File: src/rtl/dmem_arbiter_pkg.sv
`default_nettype none
// ============================================================================
//  Module      : dmem_arbiter_pkg
//  Description : Shared types, constants and helpers for the dmem arbiter.
//  Revision    : 1.0  initial release
// ============================================================================
package dmem_arbiter_pkg;

    // Two-state arbiter: choose a requester, then perform its memory access
    typedef enum logic {
        ARB_IDLE   = 1'b0,
        ARB_ACCESS = 1'b1
    } arb_state_t;

    localparam int XLEN = 32;

    // A byte address is word aligned when its two low bits are zero
    function automatic logic is_word_aligned(input logic [XLEN-1:0] addr);
        return (addr[1:0] == 2'b00);
    endfunction

endpackage : dmem_arbiter_pkg
`default_nettype wire

File: src/rtl/dmem_arbiter_if.sv
`default_nettype none
// ============================================================================
//  Module      : dmem_arbiter_if
//  Description : Requester-side handshake plus dmem-side bus of the arbiter.
//                The slave modport is the arbiter; the master modport is the
//                environment (requesters and the data memory together).
//  Revision    : 1.0  initial release
// ============================================================================
interface dmem_arbiter_if #(
    parameter int NREQ = 2
) ();
    import dmem_arbiter_pkg::*;

    // Requester side
    logic [NREQ-1:0]      req;
    logic [NREQ-1:0]      we;
    logic [NREQ*XLEN-1:0] addr;
    logic [NREQ*XLEN-1:0] wdata;
    logic [NREQ-1:0]      gnt;
    logic [NREQ-1:0]      rvalid;
    logic                 rerr;
    logic [XLEN-1:0]      rdata;

    // Data memory side
    logic                 mem_we;
    logic [XLEN-1:0]      mem_addr;
    logic [XLEN-1:0]      mem_wd;
    logic [XLEN-1:0]      mem_rd;

    modport slave (
        input  req, we, addr, wdata, mem_rd,
        output gnt, rvalid, rerr, rdata, mem_we, mem_addr, mem_wd
    );

    modport master (
        output req, we, addr, wdata, mem_rd,
        input  gnt, rvalid, rerr, rdata, mem_we, mem_addr, mem_wd
    );

endinterface : dmem_arbiter_if
`default_nettype wire

File: src/rtl/dmem_arbiter_rr_arbiter.sv
`default_nettype none
// ============================================================================
//  Module      : rr_arbiter
//  Description : Combinational round-robin picker. Returns a one-hot grant for
//                the first asserted request at or above the pointer, with
//                wrap-around, plus a flag telling whether anything requested.
//  Revision    : 1.0  initial release
// ============================================================================
module rr_arbiter #(
    parameter int NREQ  = 2,
    parameter int PTR_W = (NREQ > 1) ? $clog2(NREQ) : 1
) (
    input  wire logic [NREQ-1:0]  i_req,
    input  wire logic [PTR_W-1:0] i_ptr,
    output logic      [NREQ-1:0]  o_grant,
    output logic                  o_any
);

    // Walk the priority order ptr, ptr+1, ... and grant the first requester found
    always_comb begin
        o_grant = '0;
        o_any   = 1'b0;
        for (int k = 0; k < NREQ; k++) begin
            for (int i = 0; i < NREQ; i++) begin
                if (!o_any && i_req[i] && (((int'(i_ptr) + k) % NREQ) == i)) begin
                    o_any      = 1'b1;
                    o_grant[i] = 1'b1;
                end
            end
        end
    end

endmodule : rr_arbiter
`default_nettype wire

File: src/rtl/dmem_arbiter.sv
`default_nettype none
// ============================================================================
//  Module      : dmem_arbiter
//  Description : Round-robin arbiter sharing one single-port data memory among
//                NREQ requesters. One transaction per two cycles: IDLE picks
//                and latches a command, ACCESS drives memory and registers the
//                response. Misaligned or out-of-range accesses get an error
//                response and never touch memory.
//  Revision    : 1.0  initial release
// ============================================================================
module dmem_arbiter
    import dmem_arbiter_pkg::*;
#(
    parameter int NREQ  = 2,
    parameter int DEPTH = 64
) (
    input  wire logic      clk,
    input  wire logic      reset,
    dmem_arbiter_if.slave  bus
);

    localparam int                PTR_W   = (NREQ > 1) ? $clog2(NREQ) : 1;
    localparam logic [XLEN-3:0]   c_DEPTH = (XLEN-2)'(DEPTH);

    arb_state_t        r_state;
    arb_state_t        w_state_nxt;
    logic [PTR_W-1:0]  r_ptr;
    logic [PTR_W-1:0]  w_ptr_nxt;
    logic [NREQ-1:0]   r_owner_oh;
    logic              r_we;
    logic [XLEN-1:0]   r_addr;
    logic [XLEN-1:0]   r_wdata;
    logic [NREQ-1:0]   r_rvalid;
    logic              r_rerr;
    logic [XLEN-1:0]   r_rdata;

    logic [NREQ-1:0]   w_grant;
    logic              w_any;
    logic              w_sel_we;
    logic [XLEN-1:0]   w_sel_addr;
    logic [XLEN-1:0]   w_sel_wdata;
    logic              w_legal;
    logic [NREQ-1:0]   w_gnt;
    logic              w_mem_we;

    rr_arbiter #(
        .NREQ  (NREQ),
        .PTR_W (PTR_W)
    ) u_rr_arbiter (
        .i_req   (bus.req),
        .i_ptr   (r_ptr),
        .o_grant (w_grant),
        .o_any   (w_any)
    );

    // Route the winning requester's command and compute the pointer after it
    always_comb begin
        w_sel_we    = 1'b0;
        w_sel_addr  = '0;
        w_sel_wdata = '0;
        w_ptr_nxt   = r_ptr;
        for (int i = 0; i < NREQ; i++) begin
            if (w_grant[i]) begin
                w_sel_we    = bus.we[i];
                w_sel_addr  = bus.addr[i*XLEN +: XLEN];
                w_sel_wdata = bus.wdata[i*XLEN +: XLEN];
                w_ptr_nxt   = (i == NREQ-1) ? '0 : PTR_W'(i + 1);
            end
        end
    end

    // The latched command is legal when word aligned and inside the memory
    assign w_legal = is_word_aligned(r_addr) && (r_addr[XLEN-1:2] < c_DEPTH);

    // State register
    always_ff @(posedge clk) begin
        if (reset) begin
            r_state <= ARB_IDLE;
        end else begin
            r_state <= w_state_nxt;
        end
    end

    // Next state plus the outputs decoded from the registered state;
    // reset gates the write strobe so an aborted write is suppressed at once
    always_comb begin
        w_state_nxt = r_state;
        w_gnt       = '0;
        w_mem_we    = 1'b0;
        case (r_state)
            ARB_IDLE: begin
                if (w_any) begin
                    w_state_nxt = ARB_ACCESS;
                end
            end
            ARB_ACCESS: begin
                w_state_nxt = ARB_IDLE;
                w_gnt       = r_owner_oh;
                w_mem_we    = r_we && w_legal && !reset;
            end
            default: begin
                w_state_nxt = ARB_IDLE;
            end
        endcase
    end

    // Command latch on arbitration, response register at the end of ACCESS
    always_ff @(posedge clk) begin
        if (reset) begin
            r_ptr      <= '0;
            r_owner_oh <= '0;
            r_we       <= 1'b0;
            r_addr     <= '0;
            r_wdata    <= '0;
            r_rvalid   <= '0;
            r_rerr     <= 1'b0;
            r_rdata    <= '0;
        end else begin
            r_rvalid <= '0;
            if ((r_state == ARB_IDLE) && w_any) begin
                r_we       <= w_sel_we;
                r_addr     <= w_sel_addr;
                r_wdata    <= w_sel_wdata;
                r_owner_oh <= w_grant;
                r_ptr      <= w_ptr_nxt;
            end
            if (r_state == ARB_ACCESS) begin
                r_rvalid <= r_owner_oh;
                if (w_legal) begin
                    r_rerr  <= 1'b0;
                    r_rdata <= r_we ? '0 : bus.mem_rd;
                end else begin
                    r_rerr  <= 1'b1;
                    r_rdata <= '0;
                end
            end
        end
    end

    assign bus.gnt      = w_gnt;
    assign bus.rvalid   = r_rvalid;
    assign bus.rerr     = r_rerr;
    assign bus.rdata    = r_rdata;
    assign bus.mem_we   = w_mem_we;
    assign bus.mem_addr = r_addr;
    assign bus.mem_wd   = r_wdata;

endmodule : dmem_arbiter
`default_nettype wire

File: src/flat_wrapper.sv
// flat-port wrapper written by rule: the top's interface ports become plain ports
module dmem_arbiter_flat import dmem_arbiter_pkg::*;
#(
    parameter int NREQ  = 2,
    parameter int DEPTH = 64
)
  (clk, reset, bus_req, bus_we, bus_addr, bus_wdata, bus_mem_rd, bus_gnt, bus_rvalid, bus_rerr, bus_rdata, bus_mem_we, bus_mem_addr, bus_mem_wd);
  dmem_arbiter_if #(.NREQ(NREQ)) bus_i ();
  input  wire logic clk;
  input  wire logic reset;
  input wire logic [$bits(bus_i.req)-1:0] bus_req;
  input wire logic [$bits(bus_i.we)-1:0] bus_we;
  input wire logic [$bits(bus_i.addr)-1:0] bus_addr;
  input wire logic [$bits(bus_i.wdata)-1:0] bus_wdata;
  input wire logic [$bits(bus_i.mem_rd)-1:0] bus_mem_rd;
  output wire logic [$bits(bus_i.gnt)-1:0] bus_gnt;
  output wire logic [$bits(bus_i.rvalid)-1:0] bus_rvalid;
  output wire logic [$bits(bus_i.rerr)-1:0] bus_rerr;
  output wire logic [$bits(bus_i.rdata)-1:0] bus_rdata;
  output wire logic [$bits(bus_i.mem_we)-1:0] bus_mem_we;
  output wire logic [$bits(bus_i.mem_addr)-1:0] bus_mem_addr;
  output wire logic [$bits(bus_i.mem_wd)-1:0] bus_mem_wd;
  assign bus_i.req = bus_req;
  assign bus_i.we = bus_we;
  assign bus_i.addr = bus_addr;
  assign bus_i.wdata = bus_wdata;
  assign bus_i.mem_rd = bus_mem_rd;
  assign bus_gnt = bus_i.gnt;
  assign bus_rvalid = bus_i.rvalid;
  assign bus_rerr = bus_i.rerr;
  assign bus_rdata = bus_i.rdata;
  assign bus_mem_we = bus_i.mem_we;
  assign bus_mem_addr = bus_i.mem_addr;
  assign bus_mem_wd = bus_i.mem_wd;
  dmem_arbiter #(.NREQ(NREQ), .DEPTH(DEPTH)) u_core (.clk(clk), .reset(reset), .bus(bus_i));
endmodule
File: config.mk
export PLATFORM = sky130hd
export DESIGN_NAME = dmem_arbiter_flat
export DESIGN_NICKNAME = d
export VERILOG_FILES = /design/src/rtl/dmem_arbiter_pkg.sv /design/src/rtl/dmem_arbiter_if.sv /design/src/rtl/dmem_arbiter_rr_arbiter.sv /design/src/rtl/dmem_arbiter.sv /design/src/flat_wrapper.sv
export SDC_FILE = /design/constraint.sdc
export NUM_CORES = 1
export LEC_CHECK = 0
export BUFFER_PORTS_ARGS = -buffer_cell sky130_fd_sc_hd__buf_4
export CAP_MARGIN = 0
export CELL_PAD_IN_SITES_DETAIL_PLACEMENT = 2
export CELL_PAD_IN_SITES_GLOBAL_PLACEMENT = 2
export CORE_MARGIN = 2
export CORE_UTILIZATION = 23
export CTS_CLUSTER_SIZE = 24
export DETAILED_ROUTE_END_ITERATION = 10
export PLACE_DENSITY_LB_ADDON = 0.08
export SLEW_MARGIN = 10
export SYNTH_ARGS = -nofsm -noshare
export SYNTH_HDL_FRONTEND = slang
export SYNTH_HIERARCHICAL = 1
export SYNTH_SLANG_ARGS = --single-unit
File: constraint.sdc
create_clock -name clk -period 2.3 [get_ports clk]
set_clock_uncertainty 0.15 [all_clocks]
set_input_delay 0.46 -clock clk [delete_from_list [all_inputs] [get_ports clk]]
set_output_delay 0.46 -clock clk [all_outputs]
set_load 0.01 [all_outputs]
**Word-level counts from Yosys, hierarchy flattened**

Index checks and enable logic that the tools add are counted.

- Output and inout bits: 102
- Register bits: 104
- Input port bits: 166
- Word-level logic and storage cells: 56

- Bitwise logic cells: 2
- Add/subtract/negate cells: 1
- Reductions and logical operators: 20
- Eq/ne operators: 1
- Muxes and demuxes: 22
- Magnitude comparators: 1

Operators with widths:

| operator | number |
|---|---|
| 2-to-1 mux 32 bit | 6 |
| logical NOT 32 bit | 2 |
| < comparator 30 x 7 -> 1 bit (second input constant) | 1 |
| 2-to-1 mux 1 bit | 14 |
| logical AND 1 bit | 11 |
| logical NOT 1 bit | 4 |
| equality test 2 bit (second input constant) | 1 |
| logical NOT 2 bit | 1 |
| 2-to-1 mux 2 bit | 1 |
| one-hot mux 1 bit (2 select lines) | 1 |
| AND reduction 2 bit | 1 |
| nonzero test 2 bit | 1 |
| adder 1 bit (second input constant) | 1 |
| AND 1 bit (first input constant) | 1 |
| inverter 1 bit | 1 |

**Logic depth before layout (Yosys ltp)**

Gate-level depths: netlist (run 1).

- Word-level depth: 17
- Mapped depth: 8

**By module**

Netlist (run 1), hierarchy kept.

By module, submodules not included:

| module | area each (um^2) | times used | cells an instance |
|---|---|---|---|
| dmem_arbiter | 4595.7 | 1 | 546 |
| rr_arbiter | 25.0 | 1 | 4 |

**Least setup slack after synthesis (run 1)**

No wires, ideal clock.

- Kind: input port to flip-flop
- Start point: input reset
- End point: register u_core.r_rdata[10] (netlist: u_core/bus.rdata[10])
- Data required time: 2.007 ns
- Stages on the path: 5
- Arrival: 1.790 ns
- Slack: 0.217 ns
- Library setup time: 0.143 ns
- Cell sequence: clkbuf_1 > clkbuf_1 > clkbuf_1 > buf_1 > o31ai_2

RTL lines:

| item | line | text |
|---|---|---|
| start, declared | flat_wrapper.sv:10 | `input wire logic reset;` |
| end signal, assigned | dmem_arbiter.sv:131 | `r_rdata <= r_we ? '0 : bus.mem_rd;` |
| end, declared | dmem_arbiter.sv:35 | `logic [XLEN-1:0] r_rdata;` |

No word-level cell between the ends.

**Worst setup path after layout (run 1)**

- Start point: register u_core.r_addr[22] (netlist: u_core/bus.mem_addr[22])
- End point: output bus_mem_we

- Cells in the longest elaborated chain, start to end: 5

RTL lines:

| item | line | text |
|---|---|---|
| start, declared | dmem_arbiter.sv:31 | `logic [XLEN-1:0] r_addr;` |
| start signal, assigned | dmem_arbiter.sv:122 | `r_addr <= w_sel_addr;` |
| < comparator 30 x 7 -> 1 bit | dmem_arbiter.sv:73 | `assign w_legal = is_word_aligned(r_addr) && (r_addr[XLEN-1:2] < c_DEPTH);` |
| logical AND 1 bit | dmem_arbiter.sv:73 |  |
| logical AND 1 bit (2 in a row) | dmem_arbiter.sv:99 | `w_mem_we = r_we && w_legal && !reset;` |
| 2-to-1 mux 1 bit | dmem_arbiter.sv:90 | `case (r_state)` |
| end, declared | flat_wrapper.sv:20 | `output wire logic [$bits(bus_i.mem_we)-1:0] bus_mem_we;` |

Every way passes these cells.

==> summary.md, run 1 <==
| Metric | Value |
|---|---|
| Via Count | `5,031` |
| Width of the die | `145.7 um` |
| Net Sw Power | `1.294 mW` |
| Crit start category | `register` |
| First-pass GRT wire length | `30.55 mm` |
| CTS tree | `yes` |
| Antenna violations before repair | `0` |
| Total GRT Usage | `0.1815` |
| Final GP Congestion | `0.7130` |
| Number of nets in the layout | `964` |
| Design area | `7635 um2` |
| Synth warn | `6` |
| Worst min path class | `in2reg` |
| Largest family of logic cells by synthesized area | `simple AND/OR/NAND/NOR gates` |
| Sw Share | `0.2856` |
| Clk_lat worst skew | `0.35 ns` |
| Clock Sinks | `104` |
| Distinct cells, synth | `28` |
| CP Max Fanout | `3` |
| Post-route clock period utilization | `1.040` |
| Rows | `51` |
| Sequential power share | `0.436` |
| Adder-cell area share of the yosys netlist | `0` |
| CTS Buffer Depth | `2` |
| Core area | `19,590 um2` |
| Worst setup EP type | `output pin` |
| Initial DRC count | `182` |
| Syn nets | `716` |
| Post-Syn Area | `4621 um2` |
| Crit path to | `bus_mem_we` |
| Share of cells above drive strength 1 | `0.4813` |
| CTS buffer count | `9` |
| Simple-gate share of the synthesized area | `0.2618` |
| Pins Over Slew Limit | `0` |
| Final Core Density | `0.3897` |
| Final min period | `2.392 ns` |
| Vias in the first global route | `5,398` |
| Synthesis-to-layout area growth | `65.23%` |
| Ant diodes | `0` |
| Die Area | `21,240 um2` |
| Placed cell count | `1,044` |
| # fillers | `2,206` |
| DRT antenna net count | `0` |
| Port Buffers | `267` |
| Crit Reg-Reg Endpoint | `u_core/bus.rdata[4]$_SDFFE_PP0P_` |
| P_int | `3.235 mW` |
| Final WS setup | `-0.09164 ns` |
| Slew @ Worst Pin | `0.7926 ns` |
| Total wire length | `20.44 mm` |
| Reg2reg setup slack | `0.03 ns` |
| Max Clock Freq | `418.1 MHz` |
| Starting Density | `0.2359` |
| Average vias per placed instance | `4.715` |
| CP arrival | `1.78 ns` |
| Status | `complete, but fails checks` |
| Clk pwr share | `0.343` |
| Slew headroom | `0.4705` |
| Reg-to-reg startpoint | `u_core/bus.mem_addr[1]$_SDFFE_PP0P_` |
| # DRC | `0` |
| Layout Cells excl Fill | `1,067` |
| Cells after synthesis | `550` |
| TritonRoute pass-1 iters | `4` |
| # IOs | `268` |
| Logic gate share of total power | `0.221` |
| Power, Total | `4.529 mW` |
| Setup Crit Path Kind | `reg2out` |
| CTS H-tree lvls | `3` |
| Static Leak | `3.407 nW` |
| Mux contribution to synthesized area | `0` |
| R2R depth | `7` |
| Post-synthesis compound-gate area fraction | `0.2345` |
| CP startpoint | `u_core/bus.mem_addr[22]$_SDFFE_PP0P_` |
| CTS root buf | `clkbuf_16` |
| Detailed Place HPWL | `14.51 mm` |
| Sequential cell area fraction in the yosys report | `0.4506` |
| DP Area | `6913 um2` |
| WL per Instance | `19.16 um` |
| GRT overflow | `0` |
| Pin count of the biggest net entering global routing | `54` |
| Violated checks | `setup timing` |
| Die Y | `145.7 um` |
| RSZ-0062 raised after global routing | `yes` |
| Final setup vio count | `1` |
| Final setup TNS | `-0.09164 ns` |
| Critical Path RT | `1.69 ns` |
| Hold violation count in the final report | `0` |
| Worst-path clk slew | `0.07 ns` |
| Post-Syn Area per Cell | `8.401 um2` |
| Max_cap viols | `0` |
| Xor and xnor area share after synthesis | `0` |
| Seq cells post-synth | `104` |
| Hold slack | `0.1522 ns` |
| Pwr dens | `593.2 nW/um2` |
| Worst VDD drop | `0.3504 mV` |
| DP Worst Slack | `-0.005431 ns` |
==> per-layer routing <==
| layer | global-route usage | vias to the layer above | routed length [um] |
|---|---|---|---|
| met2 | 0.3035 | 162 | 9805 |
| met1 | 0.2202 | 2428 | 8795 |
| li1 | - | 2426 | - |
| met5 | 0 | - | 0 |
| met3 | 0.06708 | 15 | 1558 |
| met4 | 0.04706 | 0 | 282 |
==> worst min path at each step <==
stage | startpoint | to | slack (ns) | cells after the start
2_1_floorplan | u_core/r_owner_oh[0]$_SDFFE_PP0P_ | u_core/r_owner_oh[0]$_SDFFE_PP0P_ | 0.29 | 2
4_1_cts | bus_addr[17] | u_core/bus.mem_addr[17]$_SDFFE_PP0P_ | 0.14 | 3
6_report | bus_wdata[12] | u_core/bus.mem_wd[12]$_SDFFE_PP0P_ | 0.15 | 3
3_5_place_dp | u_core/r_owner_oh[1]$_SDFFE_PP0P_ | u_core/r_owner_oh[1]$_SDFFE_PP0P_ | 0.32 | 2
5_1_grt | bus_wdata[12] | u_core/bus.mem_wd[12]$_SDFFE_PP0P_ | 0.15 | 3
3_3_place_gp | u_core/r_owner_oh[0]$_SDFFE_PP0P_ | u_core/r_owner_oh[0]$_SDFFE_PP0P_ | 0.30 | 2
==> logic make-up after synthesis <==
logic type / Yosys count
flops: 104
simple gates: 221
compound gates: 168
buf+inv: 57
==> power groups by stage <==
stage          clock network [mW]  registers [mW]  logic [mW]
2_1_floorplan                   0            2.04       0.341
3_3_place_gp                    0            2.00       0.876
3_5_place_dp                    0            2.01       0.897
4_1_cts                      1.63            1.97       0.933
5_1_grt                      1.70            1.99        1.09
6_report                     1.56            1.97        1.00
==> critical path: stages, from the launching register on <==
cell	delay, ns
dfxtp_1	0.33
or4_4	0.56
nor3_4	0.21
and3_4	0.23
buf_6	0.10
==> registers in the layout, summed over array words and instances (netlist names) <==
name                 flops
u_core/bus.rvalid        2
u_core/r_we              1
u_core/r_state           1
u_core/bus.rdata        32
u_core/r_ptr             1
u_core/r_owner_oh        2
u_core/bus.rerr          1
u_core/bus.mem_wd       32
u_core/bus.mem_addr     32
==> cell usage in the layout, fill, tap and decap left out, types with 2 or more instances in the layout <==
master and instances:
inv_1 2, dfxtp_2 5, or3b_2 31, and3_1 65, a21oi_1 68, o21ai_0 65
or4_4 2, nand2_1 102, buf_12 3, dfxtp_1 99, buf_4 285, o31ai_2 2
clkbuf_16 11, nor4_2 3, clkbuf_8 4, nor2_1 3, o31ai_4 29, and2_1 4
==> layout make-up <==
| cell class | count | area [um2] | share of cell area |
|---|---|---|---|
| clock buffers | 13 | 280.3 | 0.03671 |
| clock inverters | 2 | 12.51 | 0.001639 |
| inverters | 2 | 7.507 | 0.0009833 |
| multi-input cells | 389 | 2626 | 0.3440 |
| flip-flops and latches | 104 | 2088 | 0.2735 |
| well taps | 265 | 331.6 | 0.04343 |
| repair buffers | 292 | 2288 | 0.2997 |
==> cells in the mapped netlist (all sizes together) <==
cell type	instances	area share
dfxtp	104	0.45
nand2	102	0.083
a21oi	68	0.074
and3	66	0.089
o21ai	65	0.070
clkbuf	48	0.039
o31ai	31	0.084
or3b	31	0.059
buf	7	0.012
nor4	5	0.0068
and2	4	0.0054
nor2	3	0.0024
a21boi	2	0.0032
inv	2	0.0016
nor2b	2	0.0027
or4	2	0.0049
a211oi	1	0.0016
nand2b	1	0.0014
nand4	1	0.0014
nor3	1	0.0011
nor3b	1	0.0016
nor4b	1	0.0019
o32ai	1	0.0019
or2	1	0.0014
==> what timing repair did <==
action | in CTS | in global routing
setup endpoints to repair | 3 | 32
gates cloned | 0 | 3
buffers inserted | 5 | 0
hold endpoints to repair | 0 | 0
gates resized for setup | 12 | 34
pin swaps | 6 | 32
hold buffers | 0 | 0
Power figures use the tool's default switching activity.
==> run 2, diff against run 1 <==
- SYNTH_HIERARCHICAL: 1 -> not set
==> run 2 against run 1 <==
Effect of this change: die area down 7.1%; critical path type unchanged; the flow still finishes with violations (setup timing); final area down 8.8%; first-iteration DRC count down 30%; sequential cell count unchanged; largest cell class is now non-clock buffers; total power down 2.2%; clock-buffer cell count down 1.
==> summary.md, run 2 <==
| Metric | Value |
|---|---|
| CTS tree | `yes` |
| TritonRoute pass-1 iters | `4 (unchanged)` |
| Pin count of the biggest net entering global routing | `76 (+41%)` |
| Slowest cell on crit path | `dfxtp_1` |
| Synth top cells by count | `dfxtp_1, nand2_1, a22oi_1` |
| Detailed Place HPWL | `13.69 mm (-5.7%)` |
| Max_cap viols | `0 (unchanged)` |
| Total GRT Usage | `0.1855 (+0.004070)` |
| Sequential cell area fraction in the yosys report | `0.4860 (+0.03540)` |
| # DRC | `0 (unchanged)` |
| Status | `complete, but fails checks` |
| Die Y | `140.5 um (-3.6%)` |
| RSZ-0062 raised after global routing | `yes` |
| Final WS setup | `-0.1302 ns (-0.03854 ns)` |
| Share of cells above drive strength 1 | `0.4702 (-0.01111)` |
| Sequential power share | `0.450 (+0.014)` |
| CTS root buf | `clkbuf_16` |
| Seq cells post-synth | `104 (unchanged)` |
| Synth area leaders | `dfxtp_1, o31ai_2, a22oi_1` |
| Final GP Congestion | `0.7148 (+0.25%)` |
| Design area | `6963 um2 (-8.8%)` |
| Width of the die | `140.5 um (-3.6%)` |
| Clk_lat worst skew | `0.35 ns (about the same)` |
| Crit path cell chain | `nor4_2 -> nand4_1 -> nor3_2 -> and3_1 -> buf_4` |
| Initial DRC count | `127 (-30%)` |
| P_int | `3.179 mW (-1.7%)` |
| Net Sw Power | `1.252 mW (-3.2%)` |
| Synthesis-to-layout area growth | `62.53%` |
| Starting Density | `0.2361 (about the same)` |
| Die Area | `19,730 um2 (-7.1%)` |
| WL per Instance | `19.56 um (+2.1%)` |
| Synth warn | `0 (-6)` |
| Pwr dens | `636.3 nW/um2 (+7.3%)` |
| Most frequent cells in the layout | `buf_4, dfxtp_1, nand2_1` |
| CTS Buffer Depth | `2 (unchanged)` |
| Power, Total | `4.431 mW (-2.2%)` |
| Distinct cells, synth | `31 (+11%)` |
| Most common cell after layout, fill and taps aside | `buf_4` |
| Ant diodes | `0 (unchanged)` |
| Post-CTS Hold Buffers | `0 (unchanged)` |
| Static Leak | `3.018 nW (-11%)` |
| Buf+Inv Stages, Crit Path | `1 (unchanged)` |
| Core area | `18,150 um2 (-7.4%)` |
| Crit start category | `register` |
| Slew @ Worst Pin | `0.5608 ns (-0.2318 ns)` |
| Rows | `49 (-3.9%)` |
| Worst-path clk slew | `0.07 ns (about the same)` |
| Hold violation count in the final report | `0 (unchanged)` |
| Setup Crit Path Kind | `reg2out` |
| Worst min path class | `in2reg` |
| Sw Share | `0.2825 (-0.003099)` |
| Pins Over Slew Limit | `0 (unchanged)` |
| Final setup vio count | `1 (unchanged)` |
| Worst setup EP type | `output pin` |
| Cells after synthesis | `481 (-13%)` |
| Final Core Density | `0.3837 (-0.006043)` |
| Logic gate share of total power | `0.213 (-0.008)` |
| Port Buffers | `267 (unchanged)` |
| Number of nets in the layout | `900 (-6.6%)` |
| Critical Path RT | `1.69 ns (about the same)` |
| CTS buffer count | `9 (unchanged)` |
| Syn nets | `647 (-9.6%)` |
| Antenna violations before repair | `0 (unchanged)` |
| # IOs | `268 (unchanged)` |
| Via Count | `4,745 (-5.7%)` |
| Area share of the largest cell type after synthesis | `0.4860 (+0.03540)` |
| Clock Sinks | `104 (unchanged)` |
| Clk pwr share | `0.337 (-0.006)` |
| CP arrival | `1.82 ns (+0.04 ns)` |
| GRT overflow | `0 (unchanged)` |
| CTS H-tree lvls | `3 (unchanged)` |
| Ys async rst share | `0 (unchanged)` |
| Synth Flop Type | `dfxtp_1` |
| Max Clock Freq | `411.5 MHz (-1.6%)` |
| Violated checks | `setup timing` |
| First-pass GRT wire length | `28.84 mm (-5.6%)` |
| Post-synth top area cell | `dfxtp_1` |
| Most numerous cell in the Yosys netlist | `dfxtp_1` |
| Post-Syn Area | `4284 um2 (-7.3%)` |
| DP Area | `6531 um2 (-5.5%)` |
| Total wire length | `18.92 mm (-7.5%)` |
| Post-synth EDFFs | `0 (unchanged)` |
| DRT antenna net count | `0 (unchanged)` |
| Final min period | `2.430 ns (+0.03854 ns)` |
| DP Worst Slack | `0.09355 ns (+0.09898 ns)` |
| Slew headroom | `0.6257 (+0.1552)` |
| Vias in the first global route | `5,191 (-3.8%)` |
| Worst VDD drop | `0.3497 mV (-0.20%)` |
| Average vias per placed instance | `4.907 (+4.1%)` |
| CP Max Fanout | `3 (unchanged)` |
| Final setup TNS | `-0.1302 ns (-0.03854 ns)` |
| Post-Syn Area per Cell | `8.907 um2 (+6.0%)` |
| CP delay by family, top | `simple AND/OR/NAND/NOR gates` |
| Max incr delay on CP | `0.34 ns (-0.22 ns)` |
| Post-route clock period utilization | `1.057 (+0.01676)` |
## run 2: changes by cell type after synthesis, sizes merged, moves of 2 or more
cell,before,now
buf,7,5
a22oi,0,44
nor2,3,32
a21oi,68,2
and3,66,2
clkbuf,48,43
a221oi,0,22
nor3,1,23
nand2,102,76
or3b,31,0
o21ai,65,43
nand3,0,30
## run 2: path summary, 6_finish.rpt
path	startpoint	end	slack, ns	cells past startpoint
setup / recovery	u_core.bus.mem_addr[8]$_SDFFE_PP0P_	bus_mem_we	-0.13	5
hold / removal	bus_addr[18]	u_core.bus.mem_addr[18]$_SDFFE_PP0P_	0.15	3
setup reg to reg	u_core.bus.mem_addr[8]$_SDFFE_PP0P_	u_core.bus.rerr$_SDFFE_PP0P_	0.05	13
hold reg to reg	u_core.bus.mem_wd[24]$_SDFFE_PP0P_	u_core.bus.mem_wd[24]$_SDFFE_PP0P_	0.35	2
## run 2: worst register-to-register path: stages, from the launching register on
cell      delay (ns)
dfxtp_1         0.34
nor4_2          0.30
nand4_1         0.22
nor3_2          0.28
buf_4           0.15
buf_6           0.08
buf_6           0.08
buf_6           0.08
buf_6           0.08
buf_6           0.08
buf_6           0.08
buf_6           0.08
buf_6           0.08
a211oi_2        0.05
## run 2: power by group through the flow
| stage | sequential [mW] | combinational, mW | clock [mW] |
|---|---|---|---|
| after floorplan | 2.06 | 0.341 | 0 |
| after global placement | 2.02 | 0.904 | 0 |
| after detailed placement | 2.03 | 0.924 | 0 |
| after CTS | 1.99 | 0.946 | 1.55 |
| after global routing | 2.01 | 1.03 | 1.62 |
| final | 2.00 | 0.942 | 1.49 |
## run 2: cells by family after synthesis
group / after synthesis / synth area share
simple gates: 180 / 0.1872
compound gates: 146 / 0.2702
flops: 104 / 0.4860
buf+inv: 51 / 0.05666
## run 2: timing repair
item	CTS	global route
gates resized for setup	5	14
pin swaps	4	5
setup buffers	10	1
setup endpoints to repair	1	2
## run 2: layout make-up
class	count	area, um2
clock inverter	3	17.52
sequential	104	2088
fill	2036	11180
tap	229	286.5
clock buffer	12	256.5
multi-input combinational	326	2033
timing repair buffer	290	2270
inverter	3	11.26
## run 2: per-layer routing
metal,routed length [um],global-route usage,up-vias
met5,0,0,-
met4,233,0.04211,0
met3,1410,0.06974,15
met2,9881,0.3382,154
met1,7393,0.2052,2326
li1,-,-,2250
## run 2: stage by stage
step                      hold slack (ns)  cells
final                              0.1498    967
after global routing               0.1475    967
after CTS                          0.1383    967
after detailed placement           0.3294    942
after global placement             0.3139    942
after floorplan                    0.2952    481
